--- src/rtl/simple_io_pkg.sv ---
// Shared types and constants for the serial input register.
// Byte-pointer values select which half of the word the next accepted byte fills.
package simple_io_pkg;

    typedef enum logic [2:0] {
        IDLE,
        START,
        DATA,
        PARITY,
        STOP
    } rx_state_t;

    localparam int   UART_BITS = 8;

    localparam logic LOW  = 1'b0;
    localparam logic HIGH = 1'b1;

endpackage

--- src/rtl/uart_rx_byte.sv ---
// 8N1 byte receiver with 2-flop synchronizer; optional even parity via UART_IN_PARITY_EN.
// Latency: byte_valid_o pulses combinationally in the cycle the stop bit is sampled.
// Backpressure: none; the consumer must take the byte in the pulse cycle.
module uart_rx_byte
    import simple_io_pkg::*;
#(
    parameter int CLKS_PER_BIT = 434
) (
    input  logic       clk,
    input  logic       rst,
    input  logic       rxd_i,
    output logic       byte_valid_o,
    output logic [7:0] byte_o,
    output logic       frame_err_pulse_o,
    output logic       parity_err_pulse_o
);

    localparam int             CW       = (CLKS_PER_BIT > 1) ? $clog2(CLKS_PER_BIT) : 1;
    localparam logic [CW-1:0]  CNT_HALF = CW'(CLKS_PER_BIT / 2 - 1);
    localparam logic [CW-1:0]  CNT_FULL = CW'(CLKS_PER_BIT - 1);
    localparam logic [2:0]     LAST_BIT = 3'(UART_BITS - 1);

`ifdef UART_IN_PARITY_EN
    localparam rx_state_t AFTER_DATA = PARITY;
`else
    localparam rx_state_t AFTER_DATA = STOP;
`endif

    logic          sync1_q, sync2_q;
    rx_state_t     state_q, state_d;
    logic [CW-1:0] cnt_q, cnt_d;
    logic [2:0]    idx_q, idx_d;
    logic [7:0]    shift_q, shift_d;
    logic          hold_q, hold_d;
    logic          par_bad_q, par_bad_d;
    logic          rxs;
    logic          tick;

    assign rxs  = sync2_q;
    assign tick = (cnt_q == '0);

    always_ff @(posedge clk or negedge rst) begin
        if (!rst) begin
            sync1_q   <= 1'b1;
            sync2_q   <= 1'b1;
            state_q   <= IDLE;
            cnt_q     <= '0;
            idx_q     <= '0;
            shift_q   <= '0;
            hold_q    <= 1'b0;
            par_bad_q <= 1'b0;
        end else begin
            sync1_q   <= rxd_i;
            sync2_q   <= sync1_q;
            state_q   <= state_d;
            cnt_q     <= cnt_d;
            idx_q     <= idx_d;
            shift_q   <= shift_d;
            hold_q    <= hold_d;
            par_bad_q <= par_bad_d;
        end
    end

    always_comb begin
        state_d            = state_q;
        cnt_d              = cnt_q;
        idx_d              = idx_q;
        shift_d            = shift_q;
        hold_d             = hold_q;
        par_bad_d          = par_bad_q;
        byte_valid_o       = 1'b0;
        frame_err_pulse_o  = 1'b0;
        parity_err_pulse_o = 1'b0;

        case (state_q)
            IDLE: begin
                // After a framing error the line must return high before a new start is trusted.
                if (hold_q) begin
                    if (rxs) hold_d = 1'b0;
                end else if (!rxs) begin
                    state_d   = START;
                    cnt_d     = CNT_HALF;
                    par_bad_d = 1'b0;
                end
            end
            START: begin
                if (!tick) begin
                    cnt_d = cnt_q - 1'b1;
                end else if (rxs) begin
                    state_d = IDLE;
                end else begin
                    state_d = DATA;
                    idx_d   = '0;
                    cnt_d   = CNT_FULL;
                end
            end
            DATA: begin
                if (!tick) begin
                    cnt_d = cnt_q - 1'b1;
                end else begin
                    shift_d = {rxs, shift_q[7:1]};
                    cnt_d   = CNT_FULL;
                    if (idx_q == LAST_BIT) state_d = AFTER_DATA;
                    else                   idx_d   = idx_q + 3'd1;
                end
            end
`ifdef UART_IN_PARITY_EN
            PARITY: begin
                if (!tick) begin
                    cnt_d = cnt_q - 1'b1;
                end else begin
                    par_bad_d = rxs ^ (^shift_q);
                    state_d   = STOP;
                    cnt_d     = CNT_FULL;
                end
            end
`endif
            STOP: begin
                if (!tick) begin
                    cnt_d = cnt_q - 1'b1;
                end else begin
                    state_d            = IDLE;
                    parity_err_pulse_o = par_bad_q;
                    if (!rxs) begin
                        frame_err_pulse_o = 1'b1;
                        hold_d            = 1'b1;
                    end else if (!par_bad_q) begin
                        byte_valid_o = 1'b1;
                    end
                end
            end
            default: state_d = IDLE;
        endcase
    end

    assign byte_o = shift_q;

endmodule

--- src/rtl/uart_in_reg.sv ---
// Serial input word register: two 8N1 bytes form one word for IN; UART_IN_PARITY_EN adds even parity.
// Latency: valid rises 1 clk after the stop-bit sample of the second byte.
// Backpressure: none; a word completing while valid=1 and unread is dropped and flags overrun.
module uart_in_reg
    import simple_io_pkg::*;
#(
    parameter int CLKS_PER_BIT = 434,
    parameter int DATA_W       = 16
) (
    input  logic              clk,
    input  logic              rst,
    input  logic              rxd,
    input  logic              rd_inr,
    output logic [DATA_W-1:0] data_out,
    output logic              valid,
    output logic              overrun,
    output logic              frame_err,
    output logic              parity_err
);

    logic              byte_vld;
    logic [7:0]        rx_byte;
    logic              frame_pulse;
    logic              parity_pulse;

    logic              ptr_q, ptr_d;
    logic [7:0]        stage_q, stage_d;
    logic [DATA_W-1:0] data_q, data_d;
    logic              valid_q, valid_d;
    logic              overrun_q, overrun_d;
    logic              frame_q, frame_d;
    logic              parity_q, parity_d;

    uart_rx_byte #(
        .CLKS_PER_BIT(CLKS_PER_BIT)
    ) u_rx (
        .clk               (clk),
        .rst               (rst),
        .rxd_i             (rxd),
        .byte_valid_o      (byte_vld),
        .byte_o            (rx_byte),
        .frame_err_pulse_o (frame_pulse),
        .parity_err_pulse_o(parity_pulse)
    );

    always_ff @(posedge clk or negedge rst) begin
        if (!rst) begin
            ptr_q     <= LOW;
            stage_q   <= '0;
            data_q    <= '0;
            valid_q   <= 1'b0;
            overrun_q <= 1'b0;
            frame_q   <= 1'b0;
            parity_q  <= 1'b0;
        end else begin
            ptr_q     <= ptr_d;
            stage_q   <= stage_d;
            data_q    <= data_d;
            valid_q   <= valid_d;
            overrun_q <= overrun_d;
            frame_q   <= frame_d;
            parity_q  <= parity_d;
        end
    end

    always_comb begin
        ptr_d     = ptr_q;
        stage_d   = stage_q;
        data_d    = data_q;
        valid_d   = valid_q & ~rd_inr;
        overrun_d = overrun_q & ~rd_inr;
        frame_d   = frame_pulse | (frame_q & ~rd_inr);
        parity_d  = parity_pulse | (parity_q & ~rd_inr);

        // A discarded byte breaks word alignment, so assembly restarts at the low byte.
        if (frame_pulse || parity_pulse) begin
            ptr_d = LOW;
        end else if (byte_vld) begin
            if (ptr_q == LOW) begin
                stage_d = rx_byte;
                ptr_d   = HIGH;
            end else begin
                ptr_d = LOW;
                if (!valid_q || rd_inr) begin
                    data_d  = {rx_byte, stage_q};
                    valid_d = 1'b1;
                end else begin
                    overrun_d = 1'b1;
                end
            end
        end
    end

    assign data_out   = data_q;
    assign valid      = valid_q;
    assign overrun    = overrun_q;
    assign frame_err  = frame_q;
    assign parity_err = parity_q;

endmodule
--- config.mk ---
export PLATFORM = sky130hd
export DESIGN_NAME = uart_in_reg
export DESIGN_NICKNAME = d
export VERILOG_FILES = /design/src/rtl/simple_io_pkg.sv /design/src/rtl/uart_rx_byte.sv /design/src/rtl/uart_in_reg.sv
export SDC_FILE = /design/constraint.sdc
export NUM_CORES = 1
export LEC_CHECK = 0
export ABC_AREA = 0
export CAP_MARGIN = 20
export CORE_MARGIN = 10
export CORE_UTILIZATION = 40
export DETAILED_ROUTE_END_ITERATION = 16
export PLACE_DENSITY_LB_ADDON = 0.12
export SLEW_MARGIN = 20
export SYNTH_ARGS = -nofsm -noshare
export SYNTH_HDL_FRONTEND = slang
export SYNTH_SLANG_ARGS = --single-unit
--- constraint.sdc ---
create_clock -name clk -period 7.3 [get_ports clk]
set_clock_uncertainty 0.1 [all_clocks]
set_input_delay 1.46 -clock clk [delete_from_list [all_inputs] [get_ports clk]]
set_output_delay 1.46 -clock clk [all_outputs]
set_load 0.05 [all_outputs]
== Word level (Yosys, flattened, before mapping) ==
Index checks and enable logic that the tools add are counted.

* Register bits after elaboration: 55
* Input bits: 4
* Output and inout bits: 20
* Logic and storage cells: 95

* $add $sub $neg: 2
* Equality and inequality tests: 15
* Multiplexer cells: 41
* Bitwise operators: 8
* Reduce and logical (&&, ||, !) cells: 15

{| class="wikitable"
|+ Operators with widths
! cell !! number
|-
| 9-bit two-way mux || 6
|-
| 9-bit one-hot mux with 4 select lines || 1
|-
| 3-bit two-way mux || 10
|-
| 1-bit two-way mux || 20
|-
| 2-bit != test, second input constant || 6
|-
| 3-bit one-hot mux with 4 select lines || 1
|-
| 5-bit AND reduction || 2
|-
| 9-bit zero test || 1
|-
| 9-bit by 1-bit subtractor with 9-bit output, second input constant || 1
|-
| 2-bit by 1-bit != test with 1-bit output, second input constant || 4
|-
| 3-bit equality test, second input constant || 2
|-
| 3-bit one-hot mux with 2 select lines || 1
|-
| 3-bit AND reduction || 2
|-
| 6-bit AND reduction || 1
|-
| 2-bit nonzero test || 3
|-
| 1-bit AND || 4
|-
| 4-bit AND reduction || 1
|-
| 4-bit nonzero test || 1
|-
| 3-bit by 1-bit adder with 3-bit output, second input constant || 1
|-
| 3-bit by 1-bit equality test with 1-bit output, second input constant || 1
|-
| 3-bit by 2-bit equality test with 1-bit output, second input constant || 1
|-
| 3-bit zero test || 1
|-
| 3-bit != test, second input constant || 1
|-
| 1-bit NOT || 3
|-
| other kinds (6) || 6
|}

== Depth between registers and ports, before layout ==
Gate-level depths: netlist of run 1.

* Depth in word-level cells: 6
* Gate-level depth with buffers: 8
* Mapped depth without buffers: 6

== By module ==
A second synthesis of run 1 with hierarchy kept.

* Cell total of the unflattened synthesis: 215
* Area total of the unflattened synthesis: 2726.4 µm²

{| class="wikitable"
|+ By module, submodules not included
! module !! instances !! cells each !! area an instance (µm²) !! sequential area each (µm²)
|-
| uart_rx_byte || 1 || 149 || 1580.3 || 653.1
|-
| uart_in_reg || 1 || 66 || 1146.1 || 725.7
|}

== Worst setup path after synthesis of run 1 ==
No wires, ideal clock.

* Path kind: input port to flip-flop
* Start: input port rd_inr
* End: register data_q[10] (netlist: data_out[10])
* Library setup time: 0.125 ns
* Arrival: 2.275 ns
* Required time: 7.075 ns
* Slack: 4.800 ns
* Cell stages on the path: 4
* Buffers on the path: 1
* Cell sequence: nand2b_1 nand4_4 buf_6 mux2_4

* Longest elaborated chain between the ends: 2

{| class="wikitable"
|+ RTL lines
! item !! RTL line !! RTL
|-
| start: declaration || uart_in_reg.sv:13 || <nowiki>input logic rd_inr,</nowiki>
|-
| 1-bit logical OR || uart_in_reg.sv:84 || <nowiki>if (!valid_q || rd_inr) begin</nowiki>
|-
| 4-bit AND reduction (no line) || -- ||
|-
| end signal: assignment || uart_in_reg.sv:58 || <nowiki>data_q <= data_d;</nowiki>
|-
| end: declaration || uart_in_reg.sv:28 || <nowiki>logic [DATA_W-1:0] data_q, data_d;</nowiki>
|}

Every way passes these cells.
A chain may end at the register's enable or synchronous reset.

== Final worst setup path of run 1 ==
* Start: register data_q[8] (netlist: data_out[8])
* End: output port data_out[8]

{| class="wikitable"
|+ RTL lines
! item !! RTL line !! RTL
|-
| end: declaration || uart_in_reg.sv:14 || <nowiki>output logic [DATA_W-1:0] data_out,</nowiki>
|}

No word-level cell between the ends.

==> flow_summary.rst, run 1 <==
.. list-table::
   :header-rows: 1

   * - Metric
     - Value
   * - CTS tree
     - built
   * - Starting density of the core
     - roughly two fifths
   * - Crit path largest cell delay
     - between 0.8 and 0.9 ns
   * - LEAKAGE
     - 1.377 nW
   * - Half-perimeter wire length after detailed placement
     - 3688 um
   * - Number of hold-repair buffers added at the cts stage
     - 0
   * - Most used DFF post-synth
     - dfrtp_1
   * - Number of max-cap violations
     - 0
   * - Placement Rows
     - 29
   * - Count of endpoints failing setup in the final report
     - 0
   * - Global route total overflow
     - 0
   * - Area growth from synthesis to layout
     - 14.92%
   * - Post-synthesis sequential element count
     - 55
   * - Final core utilization
     - roughly 47%
   * - Violation count after the first detailed-route iteration
     - about 70
   * - # DRC
     - 0
   * - Family with the most delay on the worst path
     - buffers and inverters
   * - Total area of multi-input combinational cells
     - between 1000 and 1500 um2
   * - CTS clock-pin slew for the worst setup and hold paths
     - around 0.11 ns
   * - Cells after Synth
     - 199
   * - HP Class
     - flop to flop
   * - Detailed-route vias per instance
     - approximately 5.6
   * - Residual antenna-violating net count after detailed routing
     - 0
   * - Part of the cycle the worst path needs
     - a little over two fifths
   * - Crit Path Max Fanout
     - 2
   * - Fmax achieved
     - between 0.3 and 0.4 GHz
   * - Count of inserted antenna diode cells
     - 0
   * - CTS Buffer Depth
     - 2
   * - Router iterations before antenna repair
     - 4
   * - Total routed wirelength
     - 5306 um
   * - Insertion delay of the later-clocked pin in the worst-skew pair
     - 0.31 ns
   * - GP Congestion
     - 0.7252
   * - Number of flops mapped to enable cells by yosys
     - 0
   * - Post-synthesis average cell area
     - about 13 um2
   * - Path type of the worst setup path
     - flop to primary output
   * - TritonCTS sink count
     - 55
   * - Areal power density over the cells
     - around 170 nW/um2
   * - Final slew viol count
     - 0
   * - DIE AREA
     - 10050 um2
   * - Die width
     - ~100 um
   * - Number of buffers added for setup after CTS
     - 0
   * - Proportion of register bits with asynchronous set or reset after synthesis
     - 100.0%
   * - Number of warnings reported in the yosys synthesis log
     - 0
   * - Root Buffer
     - clkbuf_8
   * - Vias in the first global route
     - 1818
   * - Final Net Count
     - 230
   * - Depth of the worst register-to-register path
     - 6
   * - Min Clock Period, post-route
     - about 3.1 ns
   * - First-pass GRT wire length
     - approximately 9000 um
   * - Num CTS Buffers
     - 5
   * - Required time at the endpoint of the critical path
     - ~5.7 ns
   * - Number of hold violations in the final report
     - 0
   * - Share of synthesized area occupied by flip-flops and latches
     - 53.55%
   * - Worst vdd rail ir drop
     - between 0.1 and 0.15 mV
   * - Hold Crit Depth
     - 0
   * - Boundary pin count
     - 24
   * - Number of levels in the clock H-tree
     - 2
   * - Chip Height
     - about 100 um
   * - Post-Syn Nets
     - 206
   * - Worst Tran Pin Value
     - just under 0.8 ns
   * - Total negative slack for setup checks
     - 0 ns
   * - Fill count
     - ~590
   * - Core area
     - 6314 um2
   * - Status
     - complete, no violations
   * - Port buffer count
     - 23
   * - Global-route total usage across every layer
     - a little over a tenth
   * - Capturing element type of the critical path
     - primary output
   * - Maximum number of pins on one net before global-route repair
     - 56
   * - Worst path slowest cell
     - clkdlybuf4s50_1
   * - CP Cell Sequence
     - clkdlybuf4s50_1
   * - Crit path launch type
     - flop
   * - Fraction of final layout cells sized beyond drive strength 1
     - approximately 24%
   * - Seq. cell area
     - around 1400 um2
   * - Hold Slack
     - roughly 0.26 ns
   * - Via total after detailed routing
     - 1675
   * - Number of buffer and inverter instances along the worst setup path
     - 1
   * - Arr. time, crit path
     - around 1.5 ns
   * - PostCTS Resize Cnt
     - 0
   * - Wire per inst
     - 17.63 um
   * - Initial antenna violation count
     - 0
   * - Netlist area before placement
     - roughly 2600 um2
   * - Crit. path cell count
     - 1
   * - Distinct cells, synth
     - 50
   * - Unrepaired setup endpoints after global routing
     - no
   * - Worst max-slew margin expressed relative to the limit
     - a little under half
[routing by layer]
layer	wire, um	GRT usage (%)	part of all wire [%]	vias to the layer above
met5	0	0	0	-
met4	55	3.043	1.0	0
met3	254	3.640	4.8	6
met2	2573	17.56	48	23
met1	2422	13.44	46	860
li1	-	-	-	786
[sequential cells by signal, indices dropped and copies added, names as in the netlist]
name	count
u_rx.state_q	3
stage_q	8
data_out	16
frame_err	1
parity_err	1
u_rx.rxs	1
u_rx.hold_q	1
overrun	1
ptr_q	1
u_rx.cnt_q	9
u_rx.byte_o	8
valid	1
u_rx.sync1_q	1
u_rx.idx_q	3
[cell usage after synthesis, types with 3 or more instances]
cell       n  area [um2]
nor3_1     5       25.02
inv_1      5       18.77
ha_1       3       37.54
o21ai_0    7       35.03
a22o_1     3       26.28
or3_1      5       31.28
nand2_1    7       26.28
mux2_2    23       259.0
or2_2      3       18.77
nand2b_1   5       31.28
nor2_1    11       41.29
dfrtp_1   53        1326
mux2_4    10       150.1
a21oi_1    4       20.02
a211oi_1   3       22.52
a211o_1    3       26.28
o31ai_1    3       22.52
[cell usage in the layout (no fill, tap or decap), types with 3 or more instances in the layout]
cell / n
a211oi_1: 3
clkbuf_8: 6
nand2_1: 7
or3_1: 5
mux2_4: 10
ha_1: 3
clkdlybuf4s50_1: 22
nand2b_1: 5
or2_2: 3
a21oi_1: 4
o21ai_0: 7
nor2_1: 11
mux2_2: 23
nor3_1: 5
inv_1: 5
o31ai_1: 3
a22o_1: 3
dfrtp_1: 53
a211o_1: 3
[report_power, final]
group / switching [mW] / internal [mW]
Clock: 0.106 / 0.0802
Sequential: 0.000701 / 0.305
Combinational: 0.00703 / 0.00208
[stage by stage]
step                total power [mW]  instance area, um2  cells  worst slack, ns
finish                        0.5010                2959    301            4.219
floorplan                     0.3133                2575    199            4.800
CTS                           0.5084                2959    301            4.203
detailed placement            0.3218                2856    293            4.085
global route                  0.5192                2959    301            4.160
global placement              0.3215                2856    293            4.145
[final cells by class]
type                    instances  area share [%]
multi-input cells             132           38.18
flip-flops and latches         55           46.60
clock inverters                 2          0.6765
clock buffers                   6           2.791
well taps                      77           3.256
inverters                       5          0.6342
repair buffers                 24           7.865
[worst paths after layout]
check,slack [ns],startpoint,endpoint
max,4.22,data_out[8],data_out[8]
min,0.26,u_rx.sync1_q,u_rx.rxs
max reg2reg,4.61,u_rx.cnt_q[0],stage_q[7]
min reg2reg,0.26,u_rx.sync1_q,u_rx.rxs
max in group asynchronous,5.47,rst,u_rx.cnt_q[0]
min in group asynchronous,1.18,rst,data_out[14]
[cell families (layout without fill, tap and decap cells)]
kind of cell / after synthesis / in the layout / synth area share (%)
mux: 33 / 33 / 15.89
simple gates: 57 / 57 / 14.72
compound gates: 38 / 38 / 11.47
fa+ha+maj: 3 / 3 / 1.458
buf+inv: 12 / 37 / 2.576
flops: 55 / 55 / 53.55
xor+xnor: 1 / 1 / 0.3402
Power figures use the tool's default switching activity.
==> run 2: changes to the inputs <==
Clock period 7.3 ns to 2.94 ns, I/O delays scaled along.
==> run 2 against run 1 <==
Compared with the run above: non-clock buffer count up 5; combinational power grew to 2.5 times the previous value; core utilization rose by 0.85 points; clock power grew to 2.9 times the previous value.
==> flow_summary.rst, run 2 (synthesized netlist as in run 1, its figures left out) <==
.. list-table::
   :header-rows: 1

   * - Metric
     - Value
   * - CTS tree
     - built
   * - Reg-to-reg critical path endpoint
     - data_out[7]
   * - Int Power
     - 1.027 mW
   * - Seq. cell area
     - around 1400 um2
   * - Maximum number of pins on one net before global-route repair
     - 56
   * - Boundary pin count
     - 24
   * - Half-perimeter wire length after detailed placement
     - between 3000 and 4000 um
   * - CP Cell Sequence
     - inv_1 > ha_1 > or3b_1 > nor3_4 > nand4_4 > mux2_4
   * - Crit Path Max Fanout
     - 16
   * - Share of power burned in the clock network
     - around two fifths
   * - Initial antenna violation count
     - 0
   * - Switching share of power
     - between 20% and 30%
   * - Sequential group share of total power
     - a little under three fifths
   * - Capturing element type of the critical path
     - flop
   * - Residual antenna-violating net count after detailed routing
     - 0
   * - Fin worst setup slack
     - 0.3112 ns
   * - Crit path largest cell delay
     - 0.50 ns
   * - Router iterations before antenna repair
     - 4
   * - Global-route total usage across every layer
     - about 11%
   * - Fraction of final layout cells sized beyond drive strength 1
     - approximately 26%
   * - GR Util met1
     - a little over an eighth
   * - Final slew viol count
     - 0
   * - Part of the cycle the worst path needs
     - 89.42%
   * - Required time at the endpoint of the critical path
     - a little over 3 ns
   * - Wire per inst
     - between 15 and 20 um
   * - Setup slack of the worst register-to-register path
     - roughly 0.31 ns
   * - Core area
     - 6314 um2
   * - Count of inserted antenna diode cells
     - 0
   * - Arr. time, crit path
     - between 2 and 3 ns
   * - Hold Crit Depth
     - 0
   * - DIE AREA
     - between 10000 and 15000 um2
   * - Min Clock Period, post-route
     - 2.629 ns
   * - Number of hold-repair buffers added at the cts stage
     - 0
   * - Final Net Count
     - between 200 and 250
   * - Number of hold violations in the final report
     - 0
   * - First-pass GRT wire length
     - between 9000 and 10000 um
   * - Count of endpoints failing setup in the final report
     - 0
   * - Global route total overflow
     - 0
   * - Total power after layout
     - roughly 1.3 mW
   * - Insertion delay of the later-clocked pin in the worst-skew pair
     - between 0.3 and 0.4 ns
   * - Die width
     - around 100 um
   * - Total area of multi-input combinational cells
     - 1130 um2
   * - Status
     - complete, no violations
   * - Worst max-slew margin expressed relative to the limit
     - about 54%
   * - Number of max-cap violations
     - 0
   * - Areal power density over the cells
     - between 400 and 500 nW/um2
   * - Placement Rows
     - 29
   * - Most common library cell in the layout ignoring fill and taps
     - dfrtp_1
   * - Launch point of the worst hold path
     - u_rx.sync1_q
   * - Depth of the worst register-to-register path
     - 6
   * - GP Congestion
     - ~0.83
   * - Worst vdd rail ir drop
     - about 0.27 mV
   * - Chip Height
     - about 100 um
   * - Met3 capacity usage during global routing
     - approximately 3.6%
   * - Path type of the worst setup path
     - flop to flop
   * - Most frequent cells in the layout
     - 53 x dfrtp_1, 23 x mux2_2, 22 x clkdlybuf4s50_1
   * - Violation count after the first detailed-route iteration
     - 62
   * - Starting density of the core
     - 40.78%
   * - Flip-flop count of the largest register after layout
     - 16
   * - Num CTS Buffers
     - 5
   * - Number of buffer and inverter instances along the worst setup path
     - 1
   * - Area growth from synthesis to layout
     - 17.01%
   * - Worst Tran Pin Value
     - around 0.69 ns
   * - Port buffer count
     - 23
   * - End of the worst hold path
     - u_rx.rxs
   * - PostCTS Resize Cnt
     - 0
   * - Unrepaired setup endpoints after global routing
     - no
   * - Via total after detailed routing
     - 1703
   * - TritonCTS sink count
     - 55
   * - Most used routing layer in global routing
     - met2
   * - LEAKAGE
     - ~1.4 nW
   * - Fmax achieved
     - 0.3804 GHz
   * - CTS clock-pin slew for the worst setup and hold paths
     - about 0.11 ns
   * - Worst setup timing slack at the placement stage
     - between 0.2 and 0.3 ns
   * - Fill count
     - just under 600
   * - Final core utilization
     - a little under half
   * - Psw
     - 0.2943 mW
   * - Number of levels in the clock H-tree
     - 2
   * - Met2 routing resource usage after global routing
     - between 15 and 20%
   * - Worst R2R Start
     - u_rx.cnt_q[0]
   * - Worst path slowest cell
     - or3b_1
   * - Vias in the first global route
     - 1811
   * - CTS Buffer Depth
     - 2
   * - Total negative slack for setup checks
     - 0 ns
   * - HP Class
     - flop to flop
   * - # DRC
     - 0
   * - Number of buffers added for setup after CTS
     - 0
   * - Detailed-route vias per instance
     - ~5.6
   * - Total routed wirelength
     - 5285 um
   * - Logic gate share of total power
     - under 10%
   * - Root Buffer
     - clkbuf_8
   * - Crit path launch type
     - flop
   * - Family with the most delay on the worst path
     - simple AND/OR/NAND/NOR gates
run 2: changes by cell type in the layout (fill, tap and decap cells not counted), sizes merged:
cell / delta
clkinv: -1
clkbuf: -1
bufinv: +1
inv: +1
buf: +5
run 2: metal layers:
metal	share of wire (%)	vias up
met2	48	37
met4	2.4	0
met3	5.9	11
met1	43	858
met5	0	-
li1	-	797
run 2: worst max path at each step:
stage                     slack, ns           from      endpoint  depth (start not counted)
after floorplan                0.65  u_rx.cnt_q[0]  data_out[10]                          8
after global placement         0.39  u_rx.cnt_q[0]  data_out[12]                          6
after detailed placement       0.29  u_rx.cnt_q[0]   data_out[7]                          6
after CTS                      0.27  u_rx.cnt_q[0]  data_out[12]                          6
after global routing           0.16  u_rx.cnt_q[0]   data_out[6]                          6
final                          0.31  u_rx.cnt_q[0]   data_out[7]                          6
run 2: stage by stage:
stage | cells | cell area [um2] | hold WS, ns
finish | 306 | 3013 | 0.2670
global route | 306 | 3013 | 0.2733
CTS | 306 | 3013 | 0.2719
detailed placement | 298 | 2894 | 0.2557
global placement | 298 | 2894 | 0.2457
floorplan | 199 | 2575 | 0.1924
run 2: power by group through the flow:
stage                     sequential [mW]  clock, mW  combinational, mW
after floorplan                     0.775          0            0.00328
after global placement              0.775          0             0.0232
after detailed placement            0.775          0             0.0243
after CTS                           0.761      0.554             0.0242
after global routing                0.761      0.583             0.0268
final                               0.760      0.538             0.0229
run 2: area by class of cell:
cell class                 count  area share [%]
clock buffer                   5           2.284
timing repair buffer          29           8.970
multi-input combinational    132           37.50
sequential                    55           45.76
clock inverter                 3           1.661
tap                           77           3.198
inverter                       5          0.6229
